**src/rtl/ucie_ctl_sb_msg_scheduler_if.sv**
```systemverilog
// ----------------------------------------------------------------------------
// ucie_ctl_sb_msg_scheduler_if
// Bundles the requester-side and sideband-channel signals of the sideband
// message scheduler.
//
// Handshake:
//   i_req[k] is a level request and stays high until o_gnt[k] pulses.
//   o_gnt, o_done, o_timeout and o_rsp_drop are single-cycle pulses.
//   o_sb_msg_valid / i_sb_msg_in_valid qualify one 4-bit code per cycle.
//   The channel has no backpressure.
//
// Signals:
//   i_req             requester level requests (NREQ)
//   i_req_msg         per-requester message code, slice [4*k+3:4*k]
//   o_gnt             one-hot launch pulse
//   o_done            response-received pulse per requester
//   o_timeout         response-timeout pulse per requester
//   o_sb_msg          code driven to the partner
//   o_sb_msg_valid    qualifier for o_sb_msg
//   i_sb_msg_in       code received from the partner
//   i_sb_msg_in_valid qualifier for i_sb_msg_in
//   o_rsp_drop        pending partner response was overwritten
//   o_busy            a local request is outstanding
//   o_dbg_state       FSM state (0 = IDLE, 1 = WAIT_RSP)
//
// Modports:
//   master  scheduler side
//   slave   requesters plus channel side
// ----------------------------------------------------------------------------
interface ucie_ctl_sb_msg_scheduler_if #(
  parameter int NREQ = 4
);
  logic [NREQ-1:0]   i_req;
  logic [4*NREQ-1:0] i_req_msg;
  logic [NREQ-1:0]   o_gnt;
  logic [NREQ-1:0]   o_done;
  logic [NREQ-1:0]   o_timeout;
  logic [3:0]        o_sb_msg;
  logic              o_sb_msg_valid;
  logic [3:0]        i_sb_msg_in;
  logic              i_sb_msg_in_valid;
  logic              o_rsp_drop;
  logic              o_busy;
  logic              o_dbg_state;

  modport master (
    input  i_req, i_req_msg, i_sb_msg_in, i_sb_msg_in_valid,
    output o_gnt, o_done, o_timeout, o_sb_msg, o_sb_msg_valid,
           o_rsp_drop, o_busy, o_dbg_state
  );

  modport slave (
    output i_req, i_req_msg, i_sb_msg_in, i_sb_msg_in_valid,
    input  o_gnt, o_done, o_timeout, o_sb_msg, o_sb_msg_valid,
           o_rsp_drop, o_busy, o_dbg_state
  );
endinterface

```
**src/rtl/ucie_ctl_sb_msg_scheduler.sv**
```systemverilog
// ----------------------------------------------------------------------------
// ucie_ctl_sb_msg_scheduler
// Schedules UCIe sideband link-management messages. The block does four jobs:
//   - It round-robin arbitrates the local requesters.
//   - It allows only one outstanding local request at a time.
//   - It tracks the response to that request and raises a timeout if none
//     arrives.
//   - It automatically answers request messages that arrive from the partner.
//
// Message codes:
//   IDLE=0, ACT=1/2, RETRAIN=3/4, LNKERR=5/6, LNKRST=7/8
//   Each request code is odd and lies between 1 and 7. Its response code is
//   the request code plus 1.
//
// Ports:
//   i_clk    clock
//   i_rst_n  asynchronous active-low reset
//   sb       ucie_ctl_sb_msg_scheduler_if.master (see the interface file)
//
// All outputs are registered.
// ----------------------------------------------------------------------------
module ucie_ctl_sb_msg_scheduler #(
  parameter int NREQ        = 4,
  parameter int TIMEOUT_CYC = 64
) (
  input logic                          i_clk,
  input logic                          i_rst_n,
  ucie_ctl_sb_msg_scheduler_if.master  sb
);

  localparam int IDXW = (NREQ > 1) ? $clog2(NREQ) : 1;
  localparam int TMRW = (TIMEOUT_CYC > 1) ? $clog2(TIMEOUT_CYC) : 1;

  typedef enum logic {
    IDLE     = 1'b0,
    WAIT_RSP = 1'b1
  } state_t;

  state_t            state_q, state_d;
  logic [IDXW-1:0]   rr_q, rr_d;
  logic [IDXW-1:0]   owner_q, owner_d;
  logic [3:0]        code_q, code_d;
  logic [TMRW-1:0]   timer_q, timer_d;
  logic              pend_valid_q, pend_valid_d;
  logic [3:0]        pend_code_q, pend_code_d;

  logic [NREQ-1:0]   gnt_q, gnt_d;
  logic [NREQ-1:0]   done_q, done_d;
  logic [NREQ-1:0]   timeout_q, timeout_d;
  logic [3:0]        sb_msg_q, sb_msg_d;
  logic              sb_valid_q, sb_valid_d;
  logic              drop_q, drop_d;
  logic              busy_q, busy_d;

  logic              win_found;
  logic [IDXW-1:0]   win_idx;
  logic [3:0]        win_code;
  int                slot;

  logic              send_pend;
  logic              rsp_match;
  logic              partner_req;

  // A request code is odd and at most 7.
  function automatic logic is_req_code(input logic [3:0] c);
    return c[0] && !c[3];
  endfunction

  function automatic logic [IDXW-1:0] next_idx(input logic [IDXW-1:0] k);
    if (k == IDXW'(NREQ - 1)) return '0;
    else                      return k + IDXW'(1);
  endfunction

  // Pick the first eligible requester at or after the RR pointer.
  // The search wraps from NREQ-1 back to 0.
  always_comb begin
    win_found = 1'b0;
    win_idx   = '0;
    win_code  = '0;
    slot      = 0;
    for (int i = 0; i < NREQ; i++) begin
      slot = int'(rr_q) + i;
      if (slot >= NREQ) slot = slot - NREQ;
      if (!win_found && sb.i_req[slot] &&
          is_req_code(sb.i_req_msg[4*slot +: 4])) begin
        win_found = 1'b1;
        win_idx   = IDXW'(slot);
        win_code  = sb.i_req_msg[4*slot +: 4];
      end
    end
  end

  // A nonzero gnt_q means a local message is on the channel this cycle.
  // The response slot that directly follows a local launch is reserved.
  // While that slot is reserved, a waiting response stays in the pending
  // register, where a newer partner request can still overwrite it.
  assign send_pend   = pend_valid_q && (gnt_q == '0);
  assign rsp_match   = sb.i_sb_msg_in_valid && (sb.i_sb_msg_in == (code_q + 4'd1));
  assign partner_req = sb.i_sb_msg_in_valid && is_req_code(sb.i_sb_msg_in);

  always_comb begin
    state_d      = state_q;
    rr_d         = rr_q;
    owner_d      = owner_q;
    code_d       = code_q;
    timer_d      = timer_q;
    pend_valid_d = pend_valid_q;
    pend_code_d  = pend_code_q;
    gnt_d        = '0;
    done_d       = '0;
    timeout_d    = '0;
    sb_msg_d     = '0;
    sb_valid_d   = 1'b0;
    drop_d       = 1'b0;

    if (send_pend) begin
      sb_msg_d     = pend_code_q;
      sb_valid_d   = 1'b1;
      pend_valid_d = 1'b0;
    end

    case (state_q)
      IDLE: begin
        // A waiting partner response takes the channel first.
        // In that case the local grant is deferred by one cycle.
        if (win_found && !pend_valid_q) begin
          gnt_d[win_idx] = 1'b1;
          sb_msg_d       = win_code;
          sb_valid_d     = 1'b1;
          owner_d        = win_idx;
          code_d         = win_code;
          timer_d        = '0;
          state_d        = WAIT_RSP;
        end
      end
      WAIT_RSP: begin
        timer_d = timer_q + TMRW'(1);
        // If a match and a timeout land in the same cycle, the match wins.
        if (rsp_match) begin
          done_d[owner_q] = 1'b1;
          rr_d            = next_idx(owner_q);
          timer_d         = '0;
          state_d         = IDLE;
        end else if (timer_q == TMRW'(TIMEOUT_CYC - 1)) begin
          timeout_d[owner_q] = 1'b1;
          rr_d               = next_idx(owner_q);
          timer_d            = '0;
          state_d            = IDLE;
        end
      end
      default: state_d = IDLE;
    endcase

    // A partner request always loads its response into the pending register.
    // The old value is reported as dropped only when it was not sent out
    // in this same cycle.
    if (partner_req) begin
      if (pend_valid_q && !send_pend) drop_d = 1'b1;
      pend_valid_d = 1'b1;
      pend_code_d  = sb.i_sb_msg_in + 4'd1;
    end
  end

  assign busy_d = (state_d == WAIT_RSP);

  always_ff @(posedge i_clk or negedge i_rst_n) begin
    if (!i_rst_n) begin
      state_q      <= IDLE;
      rr_q         <= '0;
      owner_q      <= '0;
      code_q       <= '0;
      timer_q      <= '0;
      pend_valid_q <= 1'b0;
      pend_code_q  <= '0;
      gnt_q        <= '0;
      done_q       <= '0;
      timeout_q    <= '0;
      sb_msg_q     <= '0;
      sb_valid_q   <= 1'b0;
      drop_q       <= 1'b0;
      busy_q       <= 1'b0;
    end else begin
      state_q      <= state_d;
      rr_q         <= rr_d;
      owner_q      <= owner_d;
      code_q       <= code_d;
      timer_q      <= timer_d;
      pend_valid_q <= pend_valid_d;
      pend_code_q  <= pend_code_d;
      gnt_q        <= gnt_d;
      done_q       <= done_d;
      timeout_q    <= timeout_d;
      sb_msg_q     <= sb_msg_d;
      sb_valid_q   <= sb_valid_d;
      drop_q       <= drop_d;
      busy_q       <= busy_d;
    end
  end

  assign sb.o_gnt          = gnt_q;
  assign sb.o_done         = done_q;
  assign sb.o_timeout      = timeout_q;
  assign sb.o_sb_msg       = sb_msg_q;
  assign sb.o_sb_msg_valid = sb_valid_q;
  assign sb.o_rsp_drop     = drop_q;
  assign sb.o_busy         = busy_q;
  assign sb.o_dbg_state    = state_q;

endmodule

```
**src/flat_wrapper.sv**
```systemverilog
// flat-port wrapper written by rule: the top's interface ports become plain ports
module ucie_ctl_sb_msg_scheduler_flat 
#(
  parameter int NREQ        = 4,
  parameter int TIMEOUT_CYC = 64
)
  (i_clk, i_rst_n, sb_i_req, sb_i_req_msg, sb_i_sb_msg_in, sb_i_sb_msg_in_valid, sb_o_gnt, sb_o_done, sb_o_timeout, sb_o_sb_msg, sb_o_sb_msg_valid, sb_o_rsp_drop, sb_o_busy, sb_o_dbg_state);
  ucie_ctl_sb_msg_scheduler_if #(.NREQ(NREQ)) sb_i ();
  input logic i_clk;
  input logic i_rst_n;
  input wire logic [$bits(sb_i.i_req)-1:0] sb_i_req;
  input wire logic [$bits(sb_i.i_req_msg)-1:0] sb_i_req_msg;
  input wire logic [$bits(sb_i.i_sb_msg_in)-1:0] sb_i_sb_msg_in;
  input wire logic [$bits(sb_i.i_sb_msg_in_valid)-1:0] sb_i_sb_msg_in_valid;
  output wire logic [$bits(sb_i.o_gnt)-1:0] sb_o_gnt;
  output wire logic [$bits(sb_i.o_done)-1:0] sb_o_done;
  output wire logic [$bits(sb_i.o_timeout)-1:0] sb_o_timeout;
  output wire logic [$bits(sb_i.o_sb_msg)-1:0] sb_o_sb_msg;
  output wire logic [$bits(sb_i.o_sb_msg_valid)-1:0] sb_o_sb_msg_valid;
  output wire logic [$bits(sb_i.o_rsp_drop)-1:0] sb_o_rsp_drop;
  output wire logic [$bits(sb_i.o_busy)-1:0] sb_o_busy;
  output wire logic [$bits(sb_i.o_dbg_state)-1:0] sb_o_dbg_state;
  assign sb_i.i_req = sb_i_req;
  assign sb_i.i_req_msg = sb_i_req_msg;
  assign sb_i.i_sb_msg_in = sb_i_sb_msg_in;
  assign sb_i.i_sb_msg_in_valid = sb_i_sb_msg_in_valid;
  assign sb_o_gnt = sb_i.o_gnt;
  assign sb_o_done = sb_i.o_done;
  assign sb_o_timeout = sb_i.o_timeout;
  assign sb_o_sb_msg = sb_i.o_sb_msg;
  assign sb_o_sb_msg_valid = sb_i.o_sb_msg_valid;
  assign sb_o_rsp_drop = sb_i.o_rsp_drop;
  assign sb_o_busy = sb_i.o_busy;
  assign sb_o_dbg_state = sb_i.o_dbg_state;
  ucie_ctl_sb_msg_scheduler #(.NREQ(NREQ), .TIMEOUT_CYC(TIMEOUT_CYC)) u_core (.i_clk(i_clk), .i_rst_n(i_rst_n), .sb(sb_i));
endmodule
```
**config.mk**
```make
export PLATFORM = sky130hd
export DESIGN_NAME = ucie_ctl_sb_msg_scheduler_flat
export DESIGN_NICKNAME = d
export VERILOG_FILES = /design/src/rtl/ucie_ctl_sb_msg_scheduler_if.sv /design/src/rtl/ucie_ctl_sb_msg_scheduler.sv /design/src/flat_wrapper.sv
export SDC_FILE = /design/constraint.sdc
export NUM_CORES = 1
export LEC_CHECK = 0
export ABC_AREA = 1
export ABC_CLOCK_PERIOD_IN_PS = 2500
export CAP_MARGIN = 20
export CORE_UTILIZATION = 54
export CTS_BUF_LIST = sky130_fd_sc_hd__clkbuf_2 sky130_fd_sc_hd__clkbuf_4 sky130_fd_sc_hd__clkbuf_8
export DETAILED_ROUTE_END_ITERATION = 10
export PLACE_DENSITY = 0.83
export SLEW_MARGIN = 20
export SYNTH_ARGS = -nofsm -noshare
export SYNTH_HDL_FRONTEND = slang
export SYNTH_SLANG_ARGS = --single-unit
```
**constraint.sdc**
```tcl
create_clock -name i_clk -period 2.5 [get_ports i_clk]
set_clock_uncertainty 0.05 [all_clocks]
set_input_delay 0.5 -clock i_clk [delete_from_list [all_inputs] [get_ports i_clk]]
set_output_delay 0.5 -clock i_clk [all_outputs]
set_load 0.1 [all_outputs]
```
# == Word level (Yosys, flattened, before mapping) ==
# Index checks and enable logic that the tools add are counted.
# totals
regBits,38
latchBits,0
ram_bits,0
rom_bits,0
in_bits,27
out_inout_bits,20
elab_cells,139
mem_count,0
# op_classes
add_sub_neg,11
mul,0
n_div,0
n_lt_le_gt_ge,12
eq_ne,4
shifts,4
n_mux,60
bitwise_logic,1
reduce_logical,34
# ops
cell,n
"< comparator 32 x 4 -> 1 bit, second input constant",4
two-way mux 32 bit,4
variable part select 16 x 32 -> 4 bit,4
">= comparator 32 x 4 -> 1 bit, second input constant",3
"subtractor 32 x 4 -> 32 bit, second input constant",3
two-way mux 4 bit,14
two-way mux 1 bit,24
logical AND 1 bit,19
two-way mux 6 bit,3
two-way mux 2 bit,7
one-hot mux 6 bit (2 select lines),1
zero test 1 bit,10
"adder 4 x 1 -> 4 bit, second input constant",2
binary-select mux 1 bit (select 2 bit),4
"adder 2 x 2 -> 3 bit, second input constant",2
"adder 6 x 1 -> 6 bit, second input constant",1
"equality test 6 bit, second input constant",1
"< comparator 2 x 3 -> 1 bit, second input constant",2
demux 1 bit (select 2 bit),2
equality test 4 bit,1
">= comparator 2 x 1 -> 1 bit, second input constant",2
zero test 4 bit,1
AND reduction 2 bit,2
nonzero test 2 bit,2
other kinds (8),8

# == Longest topological paths before layout ==
# Gate-level depths: netlist of the first run.
# depth
depth_word,25
mapped_depth,16
mapped_depth_nobuf,14

# == Worst setup path after synthesis of the first run ==
# Ideal clock, no wire load.
# synth_path
path_kind,reg2reg
start,reg u_core.rr_q[1]
end,reg u_core.owner_q[1]
setup_time_ps,118
t_arrival_ps,2067
t_required_ps,2332
setup_slack_ps,266
stages_incl_launch_ff,13
cell_sequence,dfrtp_1 > buf_2 > inv_1 > ha_1 > clkinv_1 > nand3_1 > nand3_4 > nand4_4 > nand2_4 > nor2_8 > inv_2 > nand2_1 > nand2_1
# synth_via
elab_chain_cells,21
elab_cells_between_ends,59
cone_classes,add/sub (7); order compare (4); shift (4); mux (24); reduce/logical (20)
# synth_lines
element,line,source
start: declaration,ucie_ctl_sb_msg_scheduler.sv:40,"logic [IDXW-1:0] rr_q, rr_d;"
start signal: assignment,ucie_ctl_sb_msg_scheduler.sv:184,rr_q <= rr_d;
branches (longest 21 deep; another with subtractor 32 x 4 -> 32 bit),n/a,
end signal: assignment,ucie_ctl_sb_msg_scheduler.sv:185,owner_q <= owner_d;
end: declaration,ucie_ctl_sb_msg_scheduler.sv:41,"logic [IDXW-1:0] owner_q, owner_d;"
# Parallel ways; which one is timed is not known. The select of a mux whose other input is x is not followed.
# A chain may end at the register's enable or synchronous reset.

# == Worst setup path after layout of the first run ==
# layout_path
start,reg u_core.rr_q[0]
end,reg u_core.code_q[3]
# layout_via
elab_chain_cells,21
elab_cells_between_ends,59
cone_classes,add/sub (7); order compare (4); shift (4); mux (24); reduce/logical (20)
# layout_lines
element,line,source
branches (longest 21 deep; another with subtractor 32 x 4 -> 32 bit),n/a,
end signal: assignment,ucie_ctl_sb_msg_scheduler.sv:186,code_q <= code_d;
end: declaration,ucie_ctl_sb_msg_scheduler.sv:42,"logic [3:0] code_q, code_d;"
# Parallel ways; which one is timed is not known. The select of a mux whose other input is x is not followed.

==> results of run 1 <==
-- worst min-delay path: stages, from the launching register on --
cell and delay, ns:
sky130_fd_sc_hd__dfrtp_1 0.35, sky130_fd_sc_hd__nand2_1 0.06, sky130_fd_sc_hd__nand2_1 0.06
-- area by class of cell --
class,instances,share of cell area
tap,52,0.0216
multi-input combinational,228,0.427
clock inverter,1,0.00166
inverter,44,0.0568
sequential,38,0.315
clock buffer,7,0.0299
timing repair buffer,51,0.148
-- state kept, by name (all words and copies together), names as in the netlist --
| name | count |
|---|---|
| u_core.sb.o_done | 4 |
| u_core.sb.o_sb_msg | 4 |
| u_core.sb.o_gnt | 4 |
| u_core.owner_q | 2 |
| u_core.timer_q | 6 |
| u_core.pend_valid_q | 1 |
| u_core.rr_q | 2 |
| u_core.sb.o_dbg_state | 1 |
| u_core.code_q | 4 |
| u_core.pend_code_q | 4 |
| u_core.sb.o_rsp_drop | 1 |
| u_core.sb.o_sb_msg_valid | 1 |
| u_core.sb.o_timeout | 4 |
-- kinds of logic after synthesis --
| family | Yosys count |
|---|---|
| AO/OA/AOI/OAI | 31 |
| XOR/XNOR | 7 |
| adder cells (fa/ha/maj) | 12 |
| buffers and inverters | 51 |
| flip-flops | 38 |
| AND/OR/NAND/NOR | 178 |
-- cell usage in the layout, fill, tap and decap left out, types with 2 or more instances in the layout --
master                            Yosys  final
sky130_fd_sc_hd__buf_4                1     25
sky130_fd_sc_hd__nor2_1              21     21
sky130_fd_sc_hd__inv_1               37     37
sky130_fd_sc_hd__nand3_2              8      8
sky130_fd_sc_hd__nor2_2               3      3
sky130_fd_sc_hd__a21oi_1              4      4
sky130_fd_sc_hd__nand2_2              8      8
sky130_fd_sc_hd__inv_2                5      5
sky130_fd_sc_hd__nor2_8               2      2
sky130_fd_sc_hd__dfrtp_1             38     38
sky130_fd_sc_hd__clkdlybuf4s50_1      0     26
sky130_fd_sc_hd__o21ai_0             24     24
sky130_fd_sc_hd__clkbuf_8             0      6
sky130_fd_sc_hd__nor2_4               4      4
sky130_fd_sc_hd__xor2_1               2      2
sky130_fd_sc_hd__nand2_1             83     83
sky130_fd_sc_hd__xnor2_1              5      5
sky130_fd_sc_hd__ha_1                12     12
sky130_fd_sc_hd__or2_1                2      2
sky130_fd_sc_hd__nor3_1               9      9
sky130_fd_sc_hd__nand3_1             31     31
-- power groups by stage --
stage | Sequential [mW] | Clock, mW | Combinational, mW
3_5_place_dp | 0.898 | 0 | 2.46
2_1_floorplan | 1.29 | 0 | 1.60
3_3_place_gp | 0.892 | 0 | 2.41
6_report | 0.890 | 0.431 | 2.49
5_1_grt | 0.910 | 0.469 | 2.73
4_1_cts | 0.889 | 0.440 | 2.48
-- synthesized netlist by cell type, types with 3 or more instances --
cell                      count
sky130_fd_sc_hd__a21oi_1      4
sky130_fd_sc_hd__buf_6        3
sky130_fd_sc_hd__dfrtp_1     38
sky130_fd_sc_hd__ha_1        12
sky130_fd_sc_hd__inv_1       37
sky130_fd_sc_hd__inv_2        5
sky130_fd_sc_hd__nand2_1     83
sky130_fd_sc_hd__nand2_2      8
sky130_fd_sc_hd__nand3_1     31
sky130_fd_sc_hd__nand3_2      8
sky130_fd_sc_hd__nor2_1      21
sky130_fd_sc_hd__nor2_2       3
sky130_fd_sc_hd__nor2_4       4
sky130_fd_sc_hd__nor3_1       9
sky130_fd_sc_hd__o21ai_0     24
sky130_fd_sc_hd__xnor2_1      5
-- per-layer routing --
layer | vias to the layer above | part of all wire
met5 | - | 0
met4 | 0 | 0.015
met3 | 10 | 0.045
met2 | 51 | 0.48
met1 | 977 | 0.46
li1 | 1106 | -
-- through the flow --
step	setup slack (ns)	util	hold WS [ns]
floorplan	0.266	-	0.154
global route	0.0356	0.693	0.465
finish	0.251	0.693	0.447
global placement	0.204	0.670	0.406
CTS	0.230	0.692	0.451
detailed placement	0.209	0.670	0.432
-- worst min path at each step --
stage,start,to,cells past startpoint
4_1_cts,u_core.pend_code_q[1]$_DFFE_PN0P_,u_core.pend_code_q[1]$_DFFE_PN0P_,2
5_1_grt,u_core.pend_code_q[1]$_DFFE_PN0P_,u_core.pend_code_q[1]$_DFFE_PN0P_,2
3_5_place_dp,u_core.pend_code_q[1]$_DFFE_PN0P_,u_core.sb.o_sb_msg[1]$_DFF_PN0_,2
3_3_place_gp,u_core.pend_code_q[1]$_DFFE_PN0P_,u_core.pend_code_q[1]$_DFFE_PN0P_,2
6_report,u_core.pend_code_q[1]$_DFFE_PN0P_,u_core.pend_code_q[1]$_DFFE_PN0P_,2
2_1_floorplan,i_rst_n,u_core.code_q[0]$_DFFE_PN0P_,0
==> out/qor_table.md, run 1 <==
| Result | Reported |
|---|---|
| Result of the run | finished, final reports clean |
| Proportion of synthesized chip area in sequential cells | 0.386 |
| Routing layer with the top usage in global route | met2 |
| Number of buffers and inverters on the critical path | 4 |
| Internal power | 1.73 mW |
| Total congestion overflow after global routing | 0 |
| Inserted Clock Buffers | 5 |
| Average size of a mapped cell | 7.76 sq um |
| Port Buffers | 46 |
| Vert. Die Dim | 69.5 um |
| Final number of max-transition violations | 0 |
| Synth top area cells | sky130_fd_sc_hd__dfrtp_1 (39%), sky130_fd_sc_hd__nand2_1 (13%), sky130_fd_sc_hd__nand3_1 (6.3%) |
| Highest attainable clock frequency | 445 MHz |
| Proportion of power drawn by flip-flops and latches | 0.234 |
| Type of element capturing the critical path | flop |
| Top fanout value on the critical path | 12 |
| Relative max-transition margin | 0.691 |
| Number of max-cap violations | 0 |
| Standby leakage power | 1.57 nW |
| Post-synthesis share of cell area spent on xor and xnor gates | 0.0249 |
| GR Util met3 | 0.0509 |
| Final-report setup violation count | 0 |
| Vias in the first global route | 2151 |
| Critical path cell sequence | inv_4 > ha_1 > clkinvlp_4 > nand3_1 > nand3_4 > nand4_4 > nand2_4 > nor2_8 > inv_2 > nand2_1 > inv_1 |
| Area after DPL | 2920 sq um |
| Fraction of layout cells with a size suffix above 1 | 0.190 |
| Filler Cells Inserted | 349 |
| Net count reported at finish | 407 |
| Clk sink count | 38 |
| Critical path depth in cells | 11 |
| FF-to-FF End | u_core.code_q[3]$_DFFE_PN0P_ |
| Initial core utilization | 0.565 |
| Critical-path cell with the highest stage delay | sky130_fd_sc_hd__ha_1 |
| Synthesized-area fraction occupied by and/or/nand/nor cells | 0.371 |
| Startpoint of the worst register-to-register path | u_core.rr_q[0]$_DFFE_PN0P_ |
| Final routed DRC violation total | 0 |
| Post-CTS resize count | 0 |
| Hold Buf Count CTS | 0 |
| Width of the die | 69.5 um |
| Syn_nets | 356 |
| Switching power | 2.07 mW |
| Register-to-Register Setup Slack | 0.25 ns |
| Power Dens Cells | 1260 nW/um^2 |
| Met2 routing resource usage after global routing | 0.402 |
| Clock Latency Late Sink | 0.29 ns |
| Crit path launch type | flop |
| Type of the worst setup path | flop to flop |
| Number of primary I/O pins | 47 |
| Net switching share of the total power | 0.545 |
| Multiplexer fraction of the synthesized cell area | 0 |
| Number of flops mapped to enable cells by yosys | 0 |
| Synth Area in Compound Gates | 0.0661 |
| Global-route wire length before repair | 9230 um |
| Avg WL per Cell | 12.1 um |
| Setup TNS after final layout | 0 ns |
| Number of placement rows | 24 |
| Largest incremental delay on the critical path | 0.43 ns |
| Multi-input gate area | 1290 sq um |
| Setup Buffers After CTS | 0 |
| Placed wire-length estimate after detailed placement | 4020 um |
| Maximum number of pins on one net before global-route repair | 39 |
| Number of inserted diodes | 0 |
| Final period demand of the worst path | 2.25 ns |
| GRT Resource Usage Total | 0.239 |
| Share of the synthesized area in the top cell type | 0.386 |
| Global placement routability congestion | 0.883 |
| Average via count per standard cell | 5.09 |
| Design Power | 3.81 mW |
| Worst min-delay path category | flop to flop |
| Flip-flop and latch count after synthesis | 38 |
| Non-Filler Instances | 421 |
| Slew @ Worst Pin | 0.463 ns |
| Antenna violations before repair | 0 |
| Largest buffer count on any clock path | 2 |
| Start point of the critical path | u_core.rr_q[0]$_DFFE_PN0P_ |
| Top FF cell, synth | sky130_fd_sc_hd__dfrtp_1 |
| Final Cell Area | 3020 sq um |
| Max H-tree Level | 2 |
| Area of the mapped netlist | 2460 sq um |
| Root Buffer Master | sky130_fd_sc_hd__clkbuf_8 |
| Peak supply drop | 0.903 mV |
| Clock-pin transition on the worst setup and hold timing paths | 0.07 ns |
| Req. time, crit path | 2.63 ns |
| Total Wirelength | 5100 um |
| Family with the most delay on the worst path | simple AND/OR/NAND/NOR gates |
| Remaining number of nets flagged by the antenna check after routing | 0 |
| Critical path data arrival time | 2.38 ns |
| Async set-reset flop share out of synthesis | 1.00 |
| Relative contribution of the clock network to total power | 0.113 |
| Met1 usage | 0.307 |
| Area inside the core boundary | 4350 sq um |
| Area of the die | 4830 sq um |
| Clock tree from TritonCTS | done |
| Final critical-path share of the clock period | 0.899 |
| Main combinational cell family by area after synthesis | simple AND/OR/NAND/NOR gates |
| Count of mapped cells out of synthesis | 317 |
| Fraction of power consumed by combinational cells | 0.653 |
| Number of violations reported at the end of detailed-routing iteration 0 | 108 |
| Setup repair after global routing missed its margin | no |
| Vias | 2144 |
| Adder-cell area share of the yosys netlist | 0.0610 |
| Hold Fails Final Rpt | 0 |
| Top cell type by total area after synthesis | sky130_fd_sc_hd__dfrtp_1 |
| Sequential cell area | 951 sq um |
| P&R area growth vs syn | 22.6% |
| Number of placed instances with taps included | 413 |
| Number of cells traversed by the worst register-to-register path | 11 |
| First-pass iteration count of the detailed router | 4 |
| Critical Path Sink | u_core.code_q[3]$_DFFE_PN0P_ |
| Count of distinct cell types in the synthesized netlist | 34 |
| Synth warn | 0 |
No activity file was read; power rests on OpenSTA's default activity.
==> run 2, diff against run 1 <==
--- a/config.mk
+++ b/config.mk
@@ -6,7 +6,7 @@
 export NUM_CORES = 1
 export LEC_CHECK = 0
 export ABC_AREA = 1
-export ABC_CLOCK_PERIOD_IN_PS = 2500
+export ABC_CLOCK_PERIOD_IN_PS = 2100
 export CAP_MARGIN = 20
 export CORE_UTILIZATION = 54
 export CTS_BUF_LIST = sky130_fd_sc_hd__clkbuf_2 sky130_fd_sc_hd__clkbuf_4 sky130_fd_sc_hd__clkbuf_8
==> constraint.sdc (replaced) <==
create_clock -name i_clk -period 2.1 [get_ports i_clk]
set_clock_uncertainty 0.05 [all_clocks]
set_input_delay 0.42 -clock i_clk [delete_from_list [all_inputs] [get_ports i_clk]]
set_output_delay 0.42 -clock i_clk [all_outputs]
set_load 0.1 [all_outputs]
==> out/qor_table.md, run 2 (synthesized netlist as in run 1, its figures left out) <==
| Result | Reported |
|---|---|
| Most common cell after layout, fill and taps aside | sky130_fd_sc_hd__nand2_1 |
| Largest buffer count on any clock path | 2 |
| Proportion of power drawn by flip-flops and latches | 0.223 |
| Post-CTS resize count | 0 |
| Clk sink count | 38 |
| Setup TNS after final layout | 0 ns |
| Sink of the worst hold path | u_core.pend_code_q[1]$_DFFE_PN0P_ |
| Final-report setup violation count | 0 |
| Worst hold stages | 2 |
| Flip-flop count of the largest register, all copies and words added | 6 |
| Root Buffer Master | sky130_fd_sc_hd__clkbuf_8 |
| Remaining number of nets flagged by the antenna check after routing | 0 |
| Internal power | 2.31 mW |
| Number of cells traversed by the worst register-to-register path | 11 |
| Vert. Die Dim | 69.5 um |
| Critical path cell sequence | inv_4 > ha_4 > clkinv_2 > nand3_1 > nand3_1 > nand4_4 > nand2_4 > nor2_8 > inv_2 > nand2_1 > nand2_1 |
| Register-to-Register Setup Slack | 0.15 ns |
| Inserted Clock Buffers | 5 |
| GRT Resource Usage Total | 0.231 |
| Area of the die | 4830 sq um |
| Relative max-transition margin | 0.649 |
| Initial core utilization | 0.565 |
| Area after DPL | 3020 sq um |
| Hold path start | u_core.pend_code_q[1]$_DFFE_PN0P_ |
| Net count reported at finish | 415 |
| Number of primary I/O pins | 47 |
| Average via count per standard cell | 5.15 |
| Fraction of power consumed by combinational cells | 0.650 |
| Area inside the core boundary | 4350 sq um |
| Max H-tree Level | 2 |
| Final critical-path share of the clock period | 0.929 |
| Final period demand of the worst path | 1.95 ns |
| Number of violations reported at the end of detailed-routing iteration 0 | 169 |
| Total congestion overflow after global routing | 0 |
| First-pass iteration count of the detailed router | 4 |
| Clock Latency Late Sink | 0.28 ns |
| Worst setup slack before clock tree synthesis | -0.0419 ns |
| Crit path launch type | flop |
| Setup repair after global routing missed its margin | yes |
| Power Dens Cells | 1540 nW/um^2 |
| Final routed DRC violation total | 0 |
| P&R area growth vs syn | 27.6% |
| Net switching share of the total power | 0.523 |
| Fraction of layout cells with a size suffix above 1 | 0.215 |
| Highest attainable clock frequency | 513 MHz |
| Hold Fails Final Rpt | 0 |
| Type of the worst setup path | flop to flop |
| Result of the run | finished, final reports clean |
| Setup Buffers After CTS | 0 |
| Port Buffers | 46 |
| Largest incremental delay on the critical path | 0.42 ns |
| Vias | 2208 |
| Critical path data arrival time | 2.07 ns |
| Relative contribution of the clock network to total power | 0.128 |
| Hold Buf Count CTS | 0 |
| Number of max-cap violations | 0 |
| Startpoint of the worst register-to-register path | u_core.rr_q[0]$_DFFE_PN0P_ |
| Slew @ Worst Pin | 0.526 ns |
| Standby leakage power | 1.64 nW |
| Clock-pin transition on the worst setup and hold timing paths | 0.07 ns |
| Number of inserted diodes | 0 |
| Width of the die | 69.5 um |
| Clock tree from TritonCTS | done |
| Number of placement rows | 24 |
| Register ranked first by flip-flop count | u_core.timer_q |
| Type of element capturing the critical path | flop |
| Utilization after layout | 0.721 |
| Switching power | 2.54 mW |
| Antenna violations before repair | 0 |
| Global placement routability congestion | 0.894 |
| Final Cell Area | 3140 sq um |
| FF-to-FF End | u_core.code_q[1]$_DFFE_PN0P_ |
| Top library cells by usage in the layout, fill and taps aside | sky130_fd_sc_hd__nand2_1 (83), sky130_fd_sc_hd__dfrtp_1 (38), sky130_fd_sc_hd__inv_1 (37) |
| Avg WL per Cell | 12.1 um |
| Final worst setup slack | 0.150 ns |
| Critical-path cell with the highest stage delay | sky130_fd_sc_hd__dfrtp_1 |
| Global-route wire length before repair | 8910 um |
| Design Power | 4.85 mW |
| Vias in the first global route | 2048 |
| Maximum number of pins on one net before global-route repair | 39 |
| Placed wire-length estimate after detailed placement | 4090 um |
| Worst min-delay path category | flop to flop |
| Top fanout value on the critical path | 9 |
| Final number of max-transition violations | 0 |
| Peak supply drop | 1.18 mV |
| Total Wirelength | 5190 um |
| Req. time, crit path | 2.22 ns |
run 2: cell count changes in the layout (fill, tap and decap cells not counted), sizes merged:
cell,delta
buf,+8
bufinv,+1
clkinvlp,-1
run 2: how the worst max path moves through the flow:
stage / from / endpoint / slack, ns / cells after the start
detailed placement: sb_i_req[0] / u_core.owner_q[1]$_DFFE_PN0P_ / -0.04 / 12
finish: u_core.rr_q[0]$_DFFE_PN0P_ / u_core.code_q[1]$_DFFE_PN0P_ / 0.15 / 11
global placement: sb_i_req[0] / u_core.owner_q[1]$_DFFE_PN0P_ / 0.01 / 12
global route: u_core.rr_q[0]$_DFFE_PN0P_ / u_core.owner_q[1]$_DFFE_PN0P_ / -0.01 / 14
floorplan: u_core.rr_q[1]$_DFFE_PN0P_ / u_core.owner_q[1]$_DFFE_PN0P_ / 0.04 / 12
CTS: u_core.rr_q[0]$_DFFE_PN0P_ / u_core.code_q[1]$_DFFE_PN0P_ / 0.11 / 11
run 2: area by class of cell:
class	count	area (sq um)
multi-input cells	228	1310
fillers	345	1210
flip-flops and latches	38	951
repair buffers	59	533
inverters	44	169
clock buffers	7	83.8
well taps	52	65.1
clock inverters	1	30.0
run 2: worst max-delay path, delay by kind of cell, from the launching register on:
| kind | cells | cell delay, ns |
|---|---|---|
| buf+inv | 3 | 0.33 |
| simple gates | 7 | 0.72 |
| flops | 1 | 0.42 |
| fa+ha+maj | 1 | 0.31 |
run 2: per-stage QoR:
step           hold WS, ns  std cells
2_1_floorplan       0.0744        317
3_3_place_gp         0.407        421
3_5_place_dp         0.410        421
4_1_cts              0.427        429
5_1_grt              0.452        429
6_report             0.422        429
run 2: metal layers:
layer / wire length, um / GRT usage
met1: 2330 / 0.322
met3: 310 / 0.0523
met4: 36 / 0.0454
met2: 2510 / 0.371
met5: 0 / 0
run 2: power by group through the flow:
| stage | combinational, mW | clock (mW) | sequential (mW) |
|---|---|---|---|
| 2_1_floorplan | 1.94 | 0 | 1.54 |
| 3_3_place_gp | 3.05 | 0 | 1.08 |
| 3_5_place_dp | 3.12 | 0 | 1.09 |
| 4_1_cts | 3.13 | 0.626 | 1.08 |
| 5_1_grt | 3.44 | 0.654 | 1.10 |
| 6_report | 3.15 | 0.619 | 1.08 |
